[config.mk]
export PLATFORM = sky130hd
export DESIGN_NAME = apb_master
export DESIGN_NICKNAME = d
export VERILOG_FILES = /design/src/rtl/apb_pkg.sv /design/src/rtl/apb_timeout_ctr.sv /design/src/rtl/apb_master.sv
export SDC_FILE = /design/constraint.sdc
export NUM_CORES = 1
export LEC_CHECK = 0
export ABC_AREA = 1
export CAP_MARGIN = 20
export CELL_PAD_IN_SITES_DETAIL_PLACEMENT = 0
export CELL_PAD_IN_SITES_GLOBAL_PLACEMENT = 1
export CORE_AREA = 5 5 103 105
export DETAILED_ROUTE_END_ITERATION = 10
export DIE_AREA = 0 0 108 110
export DONT_BUFFER_PORTS = 1
export PLACE_DENSITY_LB_ADDON = 0.1
export SYNTH_ARGS = -nofsm -noshare
export SYNTH_HDL_FRONTEND = slang
export SYNTH_SLANG_ARGS = --single-unit
[constraint.sdc]
create_clock -name PCLK -period 1.6 [get_ports PCLK]
set_input_delay 0.24 -clock PCLK [delete_from_list [all_inputs] [get_ports PCLK]]
set_output_delay 0.24 -clock PCLK [all_outputs]
set_load 0.005 [all_outputs]
[src/rtl/apb_pkg.sv]
`default_nettype none
// ============================================================================
// Module      : apb_pkg
// Description : Shared types and defaults for the APB requester and the
//               slave-side checker.
// Revision    : 1.0 - initial release
// ============================================================================
package apb_pkg;

    // Default bus geometry
    localparam int unsigned APB_ADDR_W = 8;
    localparam int unsigned APB_DATA_W = 32;

    // Requester transfer phases
    typedef enum logic [1:0] {
        IDLE   = 2'd0,
        SETUP  = 2'd1,
        ACCESS = 2'd2,
        RESP   = 2'd3
    } apb_state_e;

    // Response beat returned to the command source
    typedef struct packed {
        logic [APB_DATA_W-1:0] rdata;
        logic                  err;
    } apb_rsp_t;

    // Read data to return: writes and aborted transfers carry zero
    function automatic logic [APB_DATA_W-1:0] apb_rsp_data(
        input logic                  is_write,
        input logic [APB_DATA_W-1:0] prdata
    );
        return is_write ? '0 : prdata;
    endfunction

endpackage : apb_pkg
`default_nettype wire

[src/rtl/apb_timeout_ctr.sv]
`default_nettype none
// ============================================================================
// Module      : apb_timeout_ctr
// Description : Wait-state counter for the APB ACCESS phase. Flags expiry
//               when the count reaches TIMEOUT-1; tied off for TIMEOUT=0.
// Revision    : 1.0 - initial release
// ============================================================================
module apb_timeout_ctr #(
    parameter int unsigned TIMEOUT = 16
) (
    input  logic clk_i,
    input  logic rst_ni,
    input  logic clear_i,
    input  logic enable_i,
    output logic expired_o
);

    generate
        if (TIMEOUT > 0) begin : g_count
            localparam int unsigned CNT_W = $clog2(TIMEOUT + 1);
            localparam logic [CNT_W-1:0] C_LIMIT = CNT_W'(TIMEOUT - 1);

            logic [CNT_W-1:0] cnt_q;
            logic [CNT_W-1:0] cnt_d;

            // Next count: clear wins, then saturating increment at the limit
            always_comb begin
                cnt_d = cnt_q;
                if (clear_i) begin
                    cnt_d = '0;
                end else if (enable_i && (cnt_q != C_LIMIT)) begin
                    cnt_d = cnt_q + CNT_W'(1);
                end
            end

            // Count register
            always_ff @(posedge clk_i or negedge rst_ni) begin
                if (!rst_ni) begin
                    cnt_q <= '0;
                end else begin
                    cnt_q <= cnt_d;
                end
            end

            assign expired_o = (cnt_q == C_LIMIT);
        end else begin : g_disabled
            logic w_unused;
            assign w_unused  = &{1'b0, clk_i, rst_ni, clear_i, enable_i};
            assign expired_o = 1'b0;
        end
    endgenerate

endmodule : apb_timeout_ctr
`default_nettype wire

[src/rtl/apb_master.sv]
`default_nettype none
// ============================================================================
// Module      : apb_master
// Description : Single-outstanding APB3 requester. Turns a valid/ready
//               command stream into SETUP/ACCESS transfers, captures the
//               slave response and aborts hung transfers after TIMEOUT
//               ACCESS cycles.
// Revision    : 1.0 - initial release
// ============================================================================
module apb_master
    import apb_pkg::*;
#(
    parameter int unsigned ADDR_W  = APB_ADDR_W,
    parameter int unsigned DATA_W  = APB_DATA_W,
    parameter int unsigned TIMEOUT = 16
) (
    input  logic              PCLK,
    input  logic              PRESETn,
    // Command stream
    input  logic              cmd_valid,
    output logic              cmd_ready,
    input  logic              cmd_write,
    input  logic [ADDR_W-1:0] cmd_addr,
    input  logic [DATA_W-1:0] cmd_wdata,
    // Response stream
    output logic              rsp_valid,
    input  logic              rsp_ready,
    output logic [DATA_W-1:0] rsp_rdata,
    output logic              rsp_err,
    // APB requester side
    output logic              PSEL,
    output logic              PENABLE,
    output logic              PWRITE,
    output logic [ADDR_W-1:0] PADDR,
    output logic [DATA_W-1:0] PWDATA,
    input  logic [DATA_W-1:0] PRDATA,
    input  logic              PREADY,
    input  logic              PSLVERR
);

    apb_state_e        state_q;
    logic              cmd_ready_q;
    logic              psel_q;
    logic              penable_q;
    logic              pwrite_q;
    logic [ADDR_W-1:0] paddr_q;
    logic [DATA_W-1:0] pwdata_q;
    logic              rsp_valid_q;
    logic [DATA_W-1:0] rsp_rdata_q;
    logic              rsp_err_q;

    logic              w_tmo_clear;
    logic              w_tmo_enable;
    logic              w_tmo_expired;

    // The counter restarts while in SETUP so it reads zero on ACCESS entry,
    // and only advances on ACCESS cycles the slave stretches.
    assign w_tmo_clear  = (state_q == SETUP);
    assign w_tmo_enable = (state_q == ACCESS) && !PREADY;

    apb_timeout_ctr #(
        .TIMEOUT (TIMEOUT)
    ) u_timeout_ctr (
        .clk_i     (PCLK),
        .rst_ni    (PRESETn),
        .clear_i   (w_tmo_clear),
        .enable_i  (w_tmo_enable),
        .expired_o (w_tmo_expired)
    );

    // Transfer FSM with all bus and stream outputs registered
    always_ff @(posedge PCLK or negedge PRESETn) begin
        if (!PRESETn) begin
            state_q     <= IDLE;
            cmd_ready_q <= 1'b1;
            psel_q      <= 1'b0;
            penable_q   <= 1'b0;
            pwrite_q    <= 1'b0;
            paddr_q     <= '0;
            pwdata_q    <= '0;
            rsp_valid_q <= 1'b0;
            rsp_rdata_q <= '0;
            rsp_err_q   <= 1'b0;
        end else begin
            case (state_q)
                IDLE: begin
                    if (cmd_valid) begin
                        pwrite_q    <= cmd_write;
                        paddr_q     <= cmd_addr;
                        pwdata_q    <= cmd_wdata;
                        psel_q      <= 1'b1;
                        cmd_ready_q <= 1'b0;
                        state_q     <= SETUP;
                    end
                end
                SETUP: begin
                    penable_q <= 1'b1;
                    state_q   <= ACCESS;
                end
                ACCESS: begin
                    // PREADY on the limit cycle still counts as a completion
                    if (PREADY) begin
                        rsp_err_q   <= PSLVERR;
                        rsp_rdata_q <= pwrite_q ? '0 : PRDATA;
                        psel_q      <= 1'b0;
                        penable_q   <= 1'b0;
                        rsp_valid_q <= 1'b1;
                        state_q     <= RESP;
                    end else if (w_tmo_expired) begin
                        rsp_err_q   <= 1'b1;
                        rsp_rdata_q <= '0;
                        psel_q      <= 1'b0;
                        penable_q   <= 1'b0;
                        rsp_valid_q <= 1'b1;
                        state_q     <= RESP;
                    end
                end
                RESP: begin
                    if (rsp_ready) begin
                        rsp_valid_q <= 1'b0;
                        cmd_ready_q <= 1'b1;
                        state_q     <= IDLE;
                    end
                end
                default: begin
                    psel_q      <= 1'b0;
                    penable_q   <= 1'b0;
                    rsp_valid_q <= 1'b0;
                    cmd_ready_q <= 1'b1;
                    state_q     <= IDLE;
                end
            endcase
        end
    end

    assign cmd_ready = cmd_ready_q;
    assign PSEL      = psel_q;
    assign PENABLE   = penable_q;
    assign PWRITE    = pwrite_q;
    assign PADDR     = paddr_q;
    assign PWDATA    = pwdata_q;
    assign rsp_valid = rsp_valid_q;
    assign rsp_rdata = rsp_rdata_q;
    assign rsp_err   = rsp_err_q;

endmodule : apb_master
`default_nettype wire

=== Yosys cells after proc, flatten, opt, wreduce, memory -nomap -nowiden ===
Index checks and enable logic that the tools add are counted.

* Latch bits: 0
* Memory bits (read-only): 0
* Input port bits: 79
* Output and inout bits: 78
* Bits in registers: 85
* Word-level logic and storage cells: 60
* RAM bits: 0
* Memories: 0

* Reductions and logical operators: 17
* Multiply operators: 0
* Add/subtract/negate cells: 1
* Div/mod/pow operators: 0
* Shifts and indexed selects: 0
* Bitwise gates (word level): 0
* Magnitude comparators: 0
* Mux-type cells: 23
* Eq/ne operators: 8

{| class="wikitable"
|+ Operators with widths
! cell !! count
|-
| $mux W32 || 3
|-
| $reduce_and A3 Y1 || 4
|-
| $reduce_bool A2 Y1 || 6
|-
| $mux W5 || 2
|-
| $mux W1 || 9
|-
| $mux W2 || 4
|-
| $pmux W1 S2 || 4
|-
| $pmux W2 S4 || 1
|-
| $reduce_and A2 Y1 || 3
|-
| $add A5 B1 Y5 const B || 1
|-
| $eq A5 B4 Y1 const B || 1
|-
| $ne A5 B4 Y1 const B || 1
|-
| $eq A2 B2 Y1 const B || 2
|-
| $ne A2 B2 Y1 const B || 2
|-
| $ne A3 B2 Y1 const B || 1
|-
| $eq A2 B1 Y1 const B || 1
|-
| $logic_and A1 B1 Y1 || 2
|-
| $logic_not A2 Y1 || 1
|-
| $logic_not A1 Y1 || 1
|}

=== Longest topological paths before layout ===
* Word-level depth: 5
* Gate-level depth with buffers: 9
* Depth with buffers taken out: 9

=== By module ===
Synthesis repeated with hierarchy kept, for this count alone.

* Cells, all modules: 401
* Area, all modules: 3520.9 sq um

{| class="wikitable"
|+ Modules (own cells, without submodules)
! module !! area each (sq um) !! sequential area each (sq um) !! times used !! cells an instance
|-
| apb_master || 3253.1 || 2003.2 || 1 || 365
|-
| apb_timeout_ctr || 267.8 || 125.1 || 1 || 36
|}

=== Worst setup path after synthesis ===
OpenSTA, ideal clock, no wires.

* Path kind: reg2reg
* Start point: register u_timeout_ctr.g_count.cnt_q[0]
* End point: register state_q[0]
* Stages on the path, launching flop included: 9
* Buffers on the path: 0
* Library setup time: 0.126 ns
* Arrival time: 1.427 ns
* Path slack: 0.047 ns
* Cell sequence: dfrtp_1 > ha_1 > nand2_1 > nor2_1 > ha_1 > nor2_4 > nand2_4 > nand3_1 > o21ai_0

* Word-level cells in the longest chain between the ends: 3

{| class="wikitable"
|+ Ends and longest elaborated chain
! element !! RTL line !! text
|-
| start: declaration || apb_timeout_ctr.sv:23 || <nowiki>logic [CNT_W-1:0] cnt_q;</nowiki>
|-
| start signal: assignment || apb_timeout_ctr.sv:41 || <nowiki>cnt_q <= cnt_d;</nowiki>
|-
| $eq A5 B4 Y1 || apb_timeout_ctr.sv:45 || <nowiki>assign expired_o = (cnt_q == C_LIMIT);</nowiki>
|-
| $ne A3 B2 Y1 (no source line) || - ||
|-
| $reduce_and A3 Y1 (no source line) || - ||
|-
| end signal: assignment || apb_master.sv:74 || <nowiki>state_q <= IDLE;</nowiki>
|-
| end signal: assignment || apb_master.sv:93 || <nowiki>state_q <= SETUP;</nowiki>
|-
| end signal: assignment || apb_master.sv:98 || <nowiki>state_q <= ACCESS;</nowiki>
|-
| end: declaration || apb_master.sv:41 || <nowiki>apb_state_e state_q;</nowiki>
|}

Every way passes these cells.
A chain may end at the register's enable or synchronous reset.

=== Worst setup path after layout ===
* Start point: register u_timeout_ctr.g_count.cnt_q[1]
* End point: register rsp_rdata_q[17] (netlist: rsp_rdata[17])

* Word-level cells in the longest chain between the ends: 3

{| class="wikitable"
|+ Ends and longest elaborated chain
! element !! RTL line !! text
|-
| $eq A5 B4 Y1 || apb_timeout_ctr.sv:45 ||
|-
| $reduce_bool A2 Y1 (no source line) || - ||
|-
| $reduce_and A2 Y1 (no source line) || - ||
|-
| end signal: assignment || apb_master.sv:104 || <nowiki>rsp_rdata_q <= pwrite_q ? '0 : PRDATA;</nowiki>
|-
| end: declaration || apb_master.sv:49 || <nowiki>logic [DATA_W-1:0] rsp_rdata_q;</nowiki>
|}

Every way passes these cells.

==> metrics.txt <==
Die Ht=110 um; starting density of the core=39.2%; Fillers=901; failing checks=negative hold slack; row count=36; die area=11900 um^2; routed vias=2370; Final Skew=0.0152 ns; synthesized area per cell=12.1 um^2; clk buf depth=2; final setup fails=0; Logic pwr share=33.5%; Switch Pwr=0.00288 W; largest cells by area after synthesis=dfrtp_1 (56%), mux2_4 (16%), nand3_1 (5.2%); cell leakage power=2.26 nW; drc violations=0; Cell Chain, Critical Path=ha_1 > nand2_1 > nor2_1 > ha_2 > nor2_4 > buf_6 > nor2_8 > buf_12 > nand3_1 > nand2_1; startpoint types=register; min cycle time layout=1.55 ns; worst hold path class=primary input to asynchronous set/reset pin; most used cell, CP=nand2_1; kind of critical path=register to register; vias in the first global route=2451; syn nets=395; Synth top cells by count=dfrtp_1 (84), nand2_1 (51), mux2_4 (40), nand3_1 (39), o21ai_0 (28); Slowest cell on crit path=dfrtp_1; Slew @ Worst Pin=0.208 ns; CTS clk-pin slew, worst paths=0.10 ns; Die Wd=108 um; Routed Antenna Nets=0; Main synth FF type=dfrtp_1; largest net degree at the start of global routing=86; Avg WL per Cell=17.9 um; Tot GR Track Use=14.2%; WP depth=10; RSZ-0062 raised after global routing=true; Seq cells post-synth=85; htree depth=3; Buf+Inv Stages, Crit Path=2; Yosys warnings=0; initial antenna violation count=0; area post-placement=3920 um^2; overall power=0.00838 W; IO Port Bufs=0; period utilization=97.0%; most frequent cell after synthesis=dfrtp_1; # IOs=157; Sw Ratio=34.3%; fin. max-slew vios=0; required time of the worst setup path=1.84 ns; final setup TNS=0 ns; CP top delay family=flip-flops; Hold Vio Cnt, Final=85; Post-Route WL=8720 um; first-pass GRT wire length=13200 um; layout cells sized above 1=25.4%; final instance area=4480 um^2; status=complete, but fails checks; sequential share of power=47.5%; Area growth, synth to finish=19.5%; Synth cell types=25; synthesized cell area=3740 um^2; cells after synthesis=309; Synth async-reset ratio=100%; Power Internal=0.00550 W; area of the multi-input gates=1440 um^2; MaxCap Viol Count=0; Clock Latency Late Sink=0.35 ns; sequential-to-total area share from yosys stat=56.8%; Core Area=9550 um^2; DRT Pass-1 Iters=4; CTS tree=done; hpwl dp=5790 um; Yosys top cell area share=56.1%; reg2reg path depth=10; ANT cells=0; maximum VDD drop=0.789 mV; Max-slew headroom=86.1%; Num CTS Buffers=9; Register Area=2130 um^2; routability cong.=0.771; final hold slack=-0.425 ns; Power Dens Cells=1870 nW/um^2; Post-layout nets=435; initial DRC count=148; highest cell delay on the worst timing path=0.39 ns; CP max FO=22; Clk network pwr share=19.0%; Worst EP arrival=1.79 ns; clock root buffer=clkbuf_8; Synth area leader=dfrtp_1; Peak Freq=644 MHz; Post-synth EDFFs=0; Worst setup EP type=register; Via density=4.87; remaining global-route overflow=0; CTS Sinks=85
## area by class of cell
| class | instances | area share, % |
|---|---|---|
| sequential | 85 | 47.6 |
| multi-input combinational | 195 | 32.1 |
| timing repair buffer | 45 | 10.9 |
| tap | 133 | 3.72 |
| clock buffer | 9 | 2.77 |
| clock inverter | 7 | 1.79 |
| inverter | 13 | 1.15 |
## cells by family after synthesis
| family | count (synthesis) | share of synthesized area (%) |
|---|---|---|
| adders and majority gates | 7 | 2.34 |
| xor gates and xnor gates | 2 | 0.468 |
| and+or+nand+nor | 104 | 12.9 |
| muxes | 41 | 16.3 |
| DFF | 85 | 56.8 |
| AOI/OAI and AO/OA | 41 | 5.55 |
| buffers and inverters | 29 | 5.55 |
## power by group through the flow
stage	combinational, W	clock (W)	sequential (W)
after global routing	0.00310	0.00175	0.00411
after global placement	0.00259	0	0.00406
final	0.00280	0.00159	0.00398
after floorplan	0.00218	0	0.00376
after CTS	0.00267	0.00166	0.00402
after detailed placement	0.00263	0	0.00405
## layer usage
layer / wire length (um) / part of all wire (%) / track usage (%)
met5: 0 / 0 / 0
met4: 96 / 1.1 / 4.60
met3: 695 / 8.0 / 5.82
met2: 4090 / 47 / 21.4
met1: 3840 / 44 / 18.8
## placed cells by master, fill, tap and decap left out, types with 6 or more instances in the layout
| cell type | Yosys | routed |
|---|---|---|
| buf_4 | 0 | 12 |
| o21ai_0 | 28 | 23 |
| o21ai_1 | 10 | 15 |
| clkbuf_8 | 0 | 9 |
| nand3_1 | 39 | 38 |
| nand2_1 | 51 | 50 |
| mux2_4 | 40 | 40 |
| dfrtp_1 | 84 | 84 |
| nor2_1 | 7 | 7 |
| inv_1 | 10 | 10 |
| dlygate4sd3_1 | 0 | 25 |
| ha_1 | 7 | 6 |
## registers in the layout, indices dropped and copies added, names as in the netlist
signal,flops
PWDATA,32
rsp_valid,1
PADDR,8
rsp_err,1
PSEL,1
cmd_ready,1
state_q,2
PENABLE,1
PWRITE,1
u_timeout_ctr.g_count.cnt_q,5
rsp_rdata,32
## path summary, 6_finish.rpt
kind	start	endpoint	slack (ns)
worst max-delay path	u_timeout_ctr.g_count.cnt_q[1]	rsp_rdata[17]	0.05
worst max register to register	u_timeout_ctr.g_count.cnt_q[1]	rsp_rdata[17]	0.05
max in group asynchronous	PRESETn	cmd_ready	1.80
worst min register to register	cmd_ready	cmd_ready	0.48
min in group PCLK	PRDATA[3]	rsp_rdata[3]	0.02
worst min-delay path	PRESETn	rsp_rdata[20]	-0.42
## stage by stage
stage               setup WS (ns)  std cells  utilization (%)
global placement          -0.0117        442             41.1
CTS                       0.00718        472             44.7
detailed placement        -0.0735        442             41.1
finish                     0.0483        487             46.9
floorplan                  0.0471        309                -
global route              -0.0837        487             46.9
## what timing repair did
| item | in CTS | in global routing |
|---|---|---|
| setup endpoints to repair | 35 | 42 |
| cloned | 0 | 1 |
| hold endpoints to repair | 97 | 98 |
| buffers inserted | 2 | 1 |
| hold buffers | 12 | 13 |
| gates resized for setup | 4 | 12 |
| pin swaps | 1 | 0 |
(Power assumes the default switching activity.)
